`src/rtl/instr_decode_ctrl.sv`:
```
// instr_decode_ctrl: multicycle instruction register and FETCH/DECODE/EXEC/MEM/WB control FSM
// Ports: clk, reset_n (async active-low); instr_in/mem_ready/branch_taken from memory and ALU;
// ir_q and its opcode/rs/rt/rd fields, reg_dst_sel, ir_write/pc_write/mem_read/mem_write/reg_write strobes,
// state (FETCH=0..HALT=5) and halted.
module instr_decode_ctrl (
  input  logic        clk,
  input  logic        reset_n,
  input  logic [15:0] instr_in,
  input  logic        mem_ready,
  input  logic        branch_taken,
  output logic [15:0] ir_q,
  output logic [3:0]  opcode,
  output logic [3:0]  rs_addr,
  output logic [3:0]  rt_addr,
  output logic [3:0]  rd_addr,
  output logic        reg_dst_sel,
  output logic        ir_write,
  output logic        pc_write,
  output logic        mem_read,
  output logic        mem_write,
  output logic        reg_write,
  output logic [2:0]  state,
  output logic        halted
);
  typedef enum logic [2:0] {FETCH = 3'd0, DECODE = 3'd1, EXEC = 3'd2, MEM = 3'd3, WB = 3'd4, HALT = 3'd5} state_t;
  state_t st, nxt;
  assign opcode      = ir_q[15:12];
  assign rs_addr     = ir_q[11:8];
  assign rt_addr     = ir_q[7:4];
  assign rd_addr     = ir_q[3:0];
  assign reg_dst_sel = ~ir_q[15];
  assign state       = st;
  assign halted      = st == HALT;
  // Strobes are gated by reset_n so that nothing is issued while reset is held,
  // even though FETCH would otherwise request a read.
  always_comb begin
    nxt       = FETCH;
    ir_write  = 1'b0;
    pc_write  = 1'b0;
    mem_read  = 1'b0;
    mem_write = 1'b0;
    reg_write = 1'b0;
    if (reset_n)
      case (st)
        FETCH: begin
          mem_read = 1'b1;
          ir_write = mem_ready;
          pc_write = mem_ready;
          nxt      = mem_ready ? DECODE : FETCH;
        end
        DECODE: nxt = opcode == 4'hF ? HALT : EXEC;
        EXEC: begin
          pc_write = opcode == 4'hE && branch_taken;
          nxt      = opcode == 4'hE ? FETCH : (opcode == 4'hC || opcode == 4'hD) ? MEM : WB;
        end
        MEM: begin
          mem_read  = opcode == 4'hC;
          mem_write = opcode == 4'hD;
          nxt       = !mem_ready ? MEM : opcode == 4'hC ? WB : FETCH;
        end
        WB: reg_write = 1'b1;
        HALT: nxt = HALT;
        default: nxt = FETCH;
      endcase
  end
  always_ff @(posedge clk or negedge reset_n)
    if (!reset_n) begin
      st   <= FETCH;
      ir_q <= '0;
    end else begin
      st <= nxt;
      if (ir_write) ir_q <= instr_in;
    end
endmodule

```
`config.mk`:
```
export PLATFORM = sky130hd
export DESIGN_NAME = instr_decode_ctrl
export DESIGN_NICKNAME = d
export VERILOG_FILES = /design/src/rtl/instr_decode_ctrl.sv
export SDC_FILE = /design/constraint.sdc
export NUM_CORES = 1
export LEC_CHECK = 0
export ABC_AREA = 1
export BUFFER_PORTS_ARGS = -buffer_cell sky130_fd_sc_hd__clkbuf_2
export CAP_MARGIN = 20
export CORE_MARGIN = 2
export CORE_UTILIZATION = 43
export CTS_CLUSTER_DIAMETER = 50
export CTS_CLUSTER_SIZE = 20
export DETAILED_ROUTE_END_ITERATION = 7
export HOLD_SLACK_MARGIN = 0.1
export PLACE_DENSITY = 0.88
export SYNTH_ARGS = -nofsm -noshare
export SYNTH_HDL_FRONTEND = slang
export SYNTH_SLANG_ARGS = --single-unit
```
`constraint.sdc`:
```
create_clock -name clk -period 1.2 [get_ports clk]
set_input_delay 0.06 -clock clk [delete_from_list [all_inputs] [get_ports clk]]
set_output_delay 0.06 -clock clk [all_outputs]
set_load 0.005 [all_outputs]
```
# After elaboration in Yosys (flattened, before gate mapping)
# Index checks and enable logic that the tools add are counted.
# word_totals
reg_bits	19
inputBits	20
out_inout_bits	42
wordCells	33
# classes
n_eq_ne	9
mux	18
n_bitwise	1
reduce_logical	3
# op_table
cell	count
$mux W3	6
$eq A4 B4 Y1 const B	4
$pmux W3 S5	1
$mux W1	9
$eq A3 B2 Y1 const B	2
$eq A3 B3 Y1 const B	2
$pmux W1 S2	2
$eq A3 B1 Y1 const B	1
$logic_not A3 Y1	1
$logic_and A1 B1 Y1	1
$logic_or A1 B1 Y1	1
$not A1 Y1	1

# Logic depth before layout (Yosys ltp)
# Gate-level depths: netlist of the first run.
# depth
word_depth	6
ltp_mapped	7
ltp_nobuf	7

# Worst setup path after synthesis of the first run
# OpenSTA, ideal clock, no wires.
# synth_path
path_kind	reg2reg
from	register st[1] (netlist: state[1])
to	register ir_q[0]
setup_ns	0.123
arrival_time_ns	1.006
t_required_ns	1.077
path_slack_ns	0.071
path_stages_with_launch	6
synth_period_minus_slack_ns	1.129
cell_sequence	dfrtp_1 -> inv_2 -> nand4_4 -> buf_6 -> o21ai_0 -> nand2_1
# synth_between
elab_chain_len	3
# synth_lines
element	line	text
start: declaration	26	state_t st, nxt;
start signal: assignment	71	st <= nxt;
$logic_not A3 Y1	44	case (st)
$mux W1	44	
$mux W1	43	if (reset_n)
end signal: assignment	72	if (ir_write) ir_q <= instr_in;
end: declaration	11	output logic [15:0] ir_q,
# Every way passes these cells.
# A chain may end at the register's enable or synchronous reset.

# Final worst setup path of the first run
# layout_path
from	register st[2] (netlist: state[2])
to	output pc_write
# layout_between
elab_chain_len	3
elab_cells_between_ends	4
classes_between	eq/ne: 1; mux: 2; reduce/logical: 1
# layout_lines
element	line	text
$eq A3 B2 Y1 or $logic_not A3 Y1 (tied branches)	44	
$pmux W1 S2 (*)	44	
$mux W1 (*)	43	
end: declaration	18	output logic pc_write,
# Mark *: on every way between the ends. The rest lies on a longest branch, timed or not.

==> results of run 1 <==
worst max-delay path, stage by stage, from the launching register on:
cell     delay (ns)
dfrtp_1        0.42
inv_2          0.13
nand3_2        0.11
inv_2          0.08
nand3_2        0.08
a21oi_2        0.14
buf_2          0.13
timing repair:
item,in CTS,in global routing
pin swaps,8,6
resized for setup,24,20
endpoints found under the setup margin,8,29
buffers inserted,13,3
cloned,1,0
hold endpoints to repair,35,0
hold buffers,17,0
power by group:
group / total [mW] / leakage [nW] / internal (mW) / switching [mW]
clock: 0.349 / 0.0139 / 0.127 / 0.222
sequential: 0.890 / 0.239 / 0.773 / 0.118
combinational: 0.954 / 0.701 / 0.492 / 0.462
metrics by stage:
stage,instances,power [mW]
after global routing,248,2.34
after floorplan,134,1.34
after detailed placement,214,1.60
final,248,2.19
after CTS,249,2.13
after global placement,214,1.57
flip-flops by register name, summed over array words and instances (netlist names):
signal and cells:
ir_q 16, state 3
cells in the mapped netlist:
library cell | instances | area share
o21ai_2 | 2 | 0.016
a21oi_1 | 3 | 0.014
nor2_4 | 1 | 0.011
clkbuf_1 | 1 | 0.0035
nand2_1 | 40 | 0.14
inv_2 | 4 | 0.014
buf_4 | 16 | 0.11
dfrtp_1 | 19 | 0.44
nor4_1 | 2 | 0.012
nor2_1 | 7 | 0.025
o211ai_1 | 1 | 0.0070
nand3_1 | 7 | 0.033
o21ai_1 | 2 | 0.0093
nand4_4 | 1 | 0.020
buf_6 | 3 | 0.032
nand2_2 | 1 | 0.0058
nor3_1 | 2 | 0.0093
o21ai_0 | 14 | 0.065
inv_1 | 8 | 0.028
final cells by class:
cell class | instances | area, um2 | share of cell area
clock inverter | 1 | 7.51 | 0.00425
sequential | 19 | 475 | 0.269
multi-input combinational | 83 | 468 | 0.265
clock buffer | 3 | 22.5 | 0.0127
timing repair buffer | 100 | 708 | 0.401
inverter | 12 | 47.5 | 0.0269
tap | 30 | 37.5 | 0.0212
logic make-up after synthesis:
logic type | after synthesis | synth area share
DFF | 19 | 0.444
buffers and inverters | 32 | 0.189
AOI/OAI and AO/OA | 22 | 0.112
and+or+nand+nor | 61 | 0.255
per-layer routing:
layer | routed length [um] | share of wire | GRT usage | vias to the layer above
met5 | 0 | 0 | 0 | -
met1 | 1250 | 0.37 | 0.277 | 571
met3 | 231 | 0.069 | 0.0417 | 5
met4 | 41 | 0.012 | 0.0983 | 0
met2 | 1820 | 0.55 | 0.415 | 65
li1 | - | - | - | 587
worst paths after layout:
path	start	to	slack [ns]
worst max-delay path	state[2]	pc_write	-0.26
worst min-delay path	reset_n	state[0]	0.14
worst max register to register	state[2]	ir_q[4]	-0.20
worst min register to register	ir_q[6]	ir_q[6]	0.53
max in group asynchronous	reset_n	ir_q[12]	0.74
min in group asynchronous	reset_n	ir_q[3]	0.25
layout by cell type, fill, tap and decap left out:
master          n
clkbuf_2       54
nand2_1        33
dfrtp_1        19
dlygate4sd3_1  17
buf_4          15
o21ai_0        12
buf_6           8
inv_2           7
nand2_2         7
nor2_1          5
inv_1           4
nand3_1         4
nand3_2         3
o21ai_1         3
o21ai_2         3
clkbuf_4        3
buf_2           3
nor3_2          2
nor2_4          2
a21oi_2         2
buf_8           2
nand2_4         1
nand4_4         1
inv_4           1
a21oi_1         1
o211ai_1        1
nor2_2          1
nor4_1          1
nor4_2          1
clkinvlp_4      1
buf_12          1
==> metrics.md, run 1 <==
| Metric | Value |
|---|---|
| Status | complete, but fails checks |
| Failing checks | setup timing |
| Setup Skew | 0.00213 ns |
| Syn. warnings | 0 |
| Cell row count | 18 |
| Starting Density | 0.444 |
| Vias | 1,228 |
| Crit Path Max Fanout | 4 |
| Setup Viol. Count Final | 22 |
| H-tree depth reported by CTS | 1 |
| Clock slew seen by the registers of the worst setup and hold paths | 0.12 ns |
| RSZ-0062 raised after global routing | true |
| Sequential share of the synthesized area | 0.444 |
| Mean post-synth cell area | 7.99 um2 |
| Number of global-route vias before repair | 1,091 |
| Critical setup path kind | register to output port |
| Synth Cell Area | 1070 um2 |
| Die width | 53.9 um |
| Routed wire length | 3340 um |
| Share of cells above drive strength 1 | 0.541 |
| Tightest Pin Transition | 0.341 ns |
| Util after Layout | 0.733 |
| Worst hold slack | 0.139 ns |
| Fmax | 0.684 GHz |
| I/O Buffers | 61 |
| CP startpoint kind | register |
| R2R cell count | 6 |
| Setup_tns | -2.93 ns |
| Area post-placement | 1340 um2 |
| P&R area growth vs syn | 65.0% |
| Net Count, Synth | 154 |
| Cell depth of the worst hold path | 3 |
| Fin area | 1770 um2 |
| Clock sinks | 19 |
| CP Capture Type | output port |
| I/O pin count | 62 |
| Fin crit share | 1.22 |
| Routed Antenna Nets | 0 |
| Final #Nets | 239 |
| Area of the core | 2410 um2 |
| Pin count of the biggest net entering global routing | 22 |
| Min-Delay Path Class | primary input to register |
| Power Dens Cells | 1240 nW/um2 |
| Final Max Tran Viols | 0 |
| Fillers | 182 |
| CTS root buf | clkbuf_4 |
| Post-detail-place hpwl | 1930 um |
| Post-Synthesis Cells | 134 |
| Antenna fix cells | 0 |
| Crit path DAT | 1.40 ns |
| Detailed Routing Iterations Pass 1 | 4 |
| Peak VDD IR | 0.971 mV |
| First-pass GRT wire length | 4750 um |
| Worst slew margin | 0.772 |
| Number of remaining DRC errors | 0 |
| Dpl ws | -0.0132 ns |
| Initial drt markers | 18 |
| Final GP Congestion | 0.834 |
| Congestion Overflow GR | 0 |
| Total track usage | 0.235 |
| Leak | 0.954 nW |
| CTS tree | done |
| Via density | 4.95 |
| Antenna violations before repair | 0 |
| Clk_lat worst skew | 0.31 ns |
| Synth cell types | 19 |
| Total CTS buffers | 3 |
| Avg WL per Cell | 13.5 um |
| Maximum clock path buffer count | 2 |
| Final hold vios | 0 |
| Synth Register Bits | 19 |
| Die area | 2910 um2 |
| Number of max-cap violations | 0 |
| Post-layout min period | 1.46 ns |
| Setup ws final | -0.262 ns |
| CP required | 1.14 ns |
| Die Span Y | 53.9 um |
Note: power is estimated with default switching activity, not from simulation.
==> run 2: changes to the inputs <==
--- a/config.mk
+++ b/config.mk
@@ -7,14 +7,16 @@
 export LEC_CHECK = 0
 export ABC_AREA = 1
 export BUFFER_PORTS_ARGS = -buffer_cell sky130_fd_sc_hd__clkbuf_2
-export CAP_MARGIN = 20
+export CAP_MARGIN = 10
+export CELL_PAD_IN_SITES_DETAIL_PLACEMENT = 2
+export CELL_PAD_IN_SITES_GLOBAL_PLACEMENT = 2
 export CORE_MARGIN = 2
-export CORE_UTILIZATION = 43
+export CORE_UTILIZATION = 22
 export CTS_CLUSTER_DIAMETER = 50
 export CTS_CLUSTER_SIZE = 20
 export DETAILED_ROUTE_END_ITERATION = 7
 export HOLD_SLACK_MARGIN = 0.1
-export PLACE_DENSITY = 0.88
+export PLACE_DENSITY = 0.86
 export SYNTH_ARGS = -nofsm -noshare
 export SYNTH_HDL_FRONTEND = slang
 export SYNTH_SLANG_ARGS = --single-unit
==> metrics.md, run 2 (synthesis gave the netlist of run 1 again) <==
| Metric | Value |
|---|---|
| Status | complete, but fails checks |
| Failing checks | setup timing |
| Maximum clock path buffer count | 2 (unchanged) |
| Non-filler instance count after layout | 290 (+17%) |
| Commonest cells after routing, fill and taps aside | 58 x clkbuf_2, 29 x nand2_1, 23 x buf_4 |
| Initial drt markers | 23 (+5) |
| Final #Nets | 244 (+2.1%) |
| Setup_tns | -2.87 ns (+0.0577 ns) |
| Antenna fix cells | 0 (unchanged) |
| Critical setup path kind | register to output port |
| Area post-placement | 1390 um2 (+4.2%) |
| Met3 Use GR | 0.0316 (-0.0101) |
| Number of max-cap violations | 0 (unchanged) |
| Clk_lat worst skew | 0.26 ns (-0.05 ns) |
| I/O Buffers | 61 (unchanged) |
| Fin crit share | 1.17 (-0.0487) |
| Avg WL per Cell | 14.0 um (+3.9%) |
| Number of global-route vias before repair | 1,353 (+24%) |
| Die Span Y | 73.8 um (+37%) |
| Crit path DAT | 1.34 ns (-0.06 ns) |
| Cell depth of the worst hold path | 3 (unchanged) |
| Total track usage | 0.157 (-0.0772) |
| Storage cell area | 479 um2 (+0.79%) |
| Fillers | 540 (+200%) |
| Leak | 0.973 nW (+2.0%) |
| CP Capture Type | output port |
| Setup Viol. Count Final | 23 (+4.5%) |
| Die area | 5440 um2 (+87%) |
| Setup ws final | -0.204 ns (+0.0584 ns) |
| Starting Density | 0.227 (-0.218) |
| Total CTS buffers | 3 (unchanged) |
| Tightest Pin Transition | 0.422 ns (+0.0813 ns) |
| R2R cell count | 6 (unchanged) |
| CP required | 1.14 ns (about the same) |
| Placed Instances | 254 (+19%) |
| CP startpoint kind | register |
| CTS tree | done |
| GR Util met1 | 0.166 (-0.111) |
| Die width | 73.8 um (+37%) |
| Final hold vios | 0 (unchanged) |
| Antenna violations before repair | 0 (unchanged) |
| Top reg by flops | ir_q |
| Crit Path Max Fanout | 6 (+2) |
| H-tree depth reported by CTS | 1 (unchanged) |
| Fin area | 1860 um2 (+5.1%) |
| Clock slew seen by the registers of the worst setup and hold paths | 0.08 ns (-0.04 ns) |
| Congestion Overflow GR | 0 (unchanged) |
| Routing usage on met2 | 0.318 (-0.0962) |
| Cell row count | 25 (+7) |
| Final GP Congestion | 0.903 (+8.3%) |
| Detailed Routing Iterations Pass 1 | 3 (-1) |
| CTS root buf | clkbuf_8 |
| Peak VDD IR | 0.515 mV (-47%) |
| Clock sinks | 19 (unchanged) |
| Gr busiest metal | met2 |
| Max reg flops | 16 (unchanged) |
| P&R area growth vs syn | 73.4% |
| Vias | 1,235 (+0.57%) |
| Pin count of the biggest net entering global routing | 22 (unchanged) |
| Number of remaining DRC errors | 0 (unchanged) |
| Routed wire length | 4060 um (+22%) |
| Area of the core | 4720 um2 (+96%) |
| Area of the multi-input gates | 499 um2 (+6.7%) |
| Routed Antenna Nets | 0 (unchanged) |
| Post-detail-place hpwl | 2630 um (+36%) |
| Commonest non-fill, non-tap cell in the layout | clkbuf_2 |
| Via density | 4.26 (-14%) |
| Min-Delay Path Class | primary input to register |
| Setup Skew | 0.00231 ns (+0.000182 ns) |
| Share of cells above drive strength 1 | 0.578 (+0.0372) |
| Power Dens Cells | 1270 nW/um2 (+2.2%) |
| Util after Layout | 0.393 (-0.340) |
| Dpl ws | -0.0897 ns (-0.0764 ns) |
| RSZ-0062 raised after global routing | true |
| Final Max Tran Viols | 0 (unchanged) |
| I/O pin count | 62 (unchanged) |
| Fmax | 0.712 GHz (+4.2%) |
| First-pass GRT wire length | 6470 um (+36%) |
| Post-layout min period | 1.40 ns (-0.0584 ns) |
| Worst slew margin | 0.718 (-0.0543) |
[run 2: timing repair]
| action | CTS | global route |
|---|---|---|
| setup buffers | 12 | 5 |
| endpoints found under the setup margin | 22 | 25 |
| gates resized for setup | 29 | 19 |
| pin swaps | 5 | 8 |
| hold buffers | 17 | 0 |
| hold endpoints to repair | 35 | 0 |
[run 2: through the flow]
stage	total power, mW	hold slack [ns]
floorplan	1.34	-0.236
global placement	1.62	0.0750
detailed placement	1.65	0.0777
CTS	2.25	0.255
global route	2.53	0.301
finish	2.36	0.253
[run 2: area by class of cell]
type / instances / share of cell area
repair buffers: 105 / 0.377
multi-input cells: 83 / 0.269
flip-flops and latches: 19 / 0.258
well taps: 67 / 0.0451
inverters: 12 / 0.0270
clock buffers: 4 / 0.0243
[run 2: report_power, final]
group | leakage [nW] | internal (mW) | switching (mW) | total (mW)
combinational | 0.716 | 0.497 | 0.490 | 0.987
sequential | 0.235 | 0.777 | 0.126 | 0.903
clock | 0.0228 | 0.236 | 0.229 | 0.466
[run 2: layer usage]
metal / share of wire / vias up
met5: 0 / -
met1: 0.38 / 612
met2: 0.58 / 33
met3: 0.039 / 2
li1: - / 588
met4: 0.0034 / 0
[run 2: critical path, cell delays in order (launching register included)]
cell     delay (ns)
dfrtp_1        0.39
inv_2          0.13
nand4_4        0.17
nor2_4         0.16
buf_6          0.13
buf_6          0.09
[run 2: path summary, 6_finish.rpt]
kind                       startpoint       end  slack, ns
max                          state[2]  ir_write      -0.20
min                           reset_n  state[0]       0.25
max reg2reg                  state[2]  ir_q[14]      -0.18
min reg2reg                   ir_q[6]   ir_q[6]       0.52
max in group asynchronous     reset_n  state[1]       0.64
min in group asynchronous     reset_n   ir_q[8]       0.32
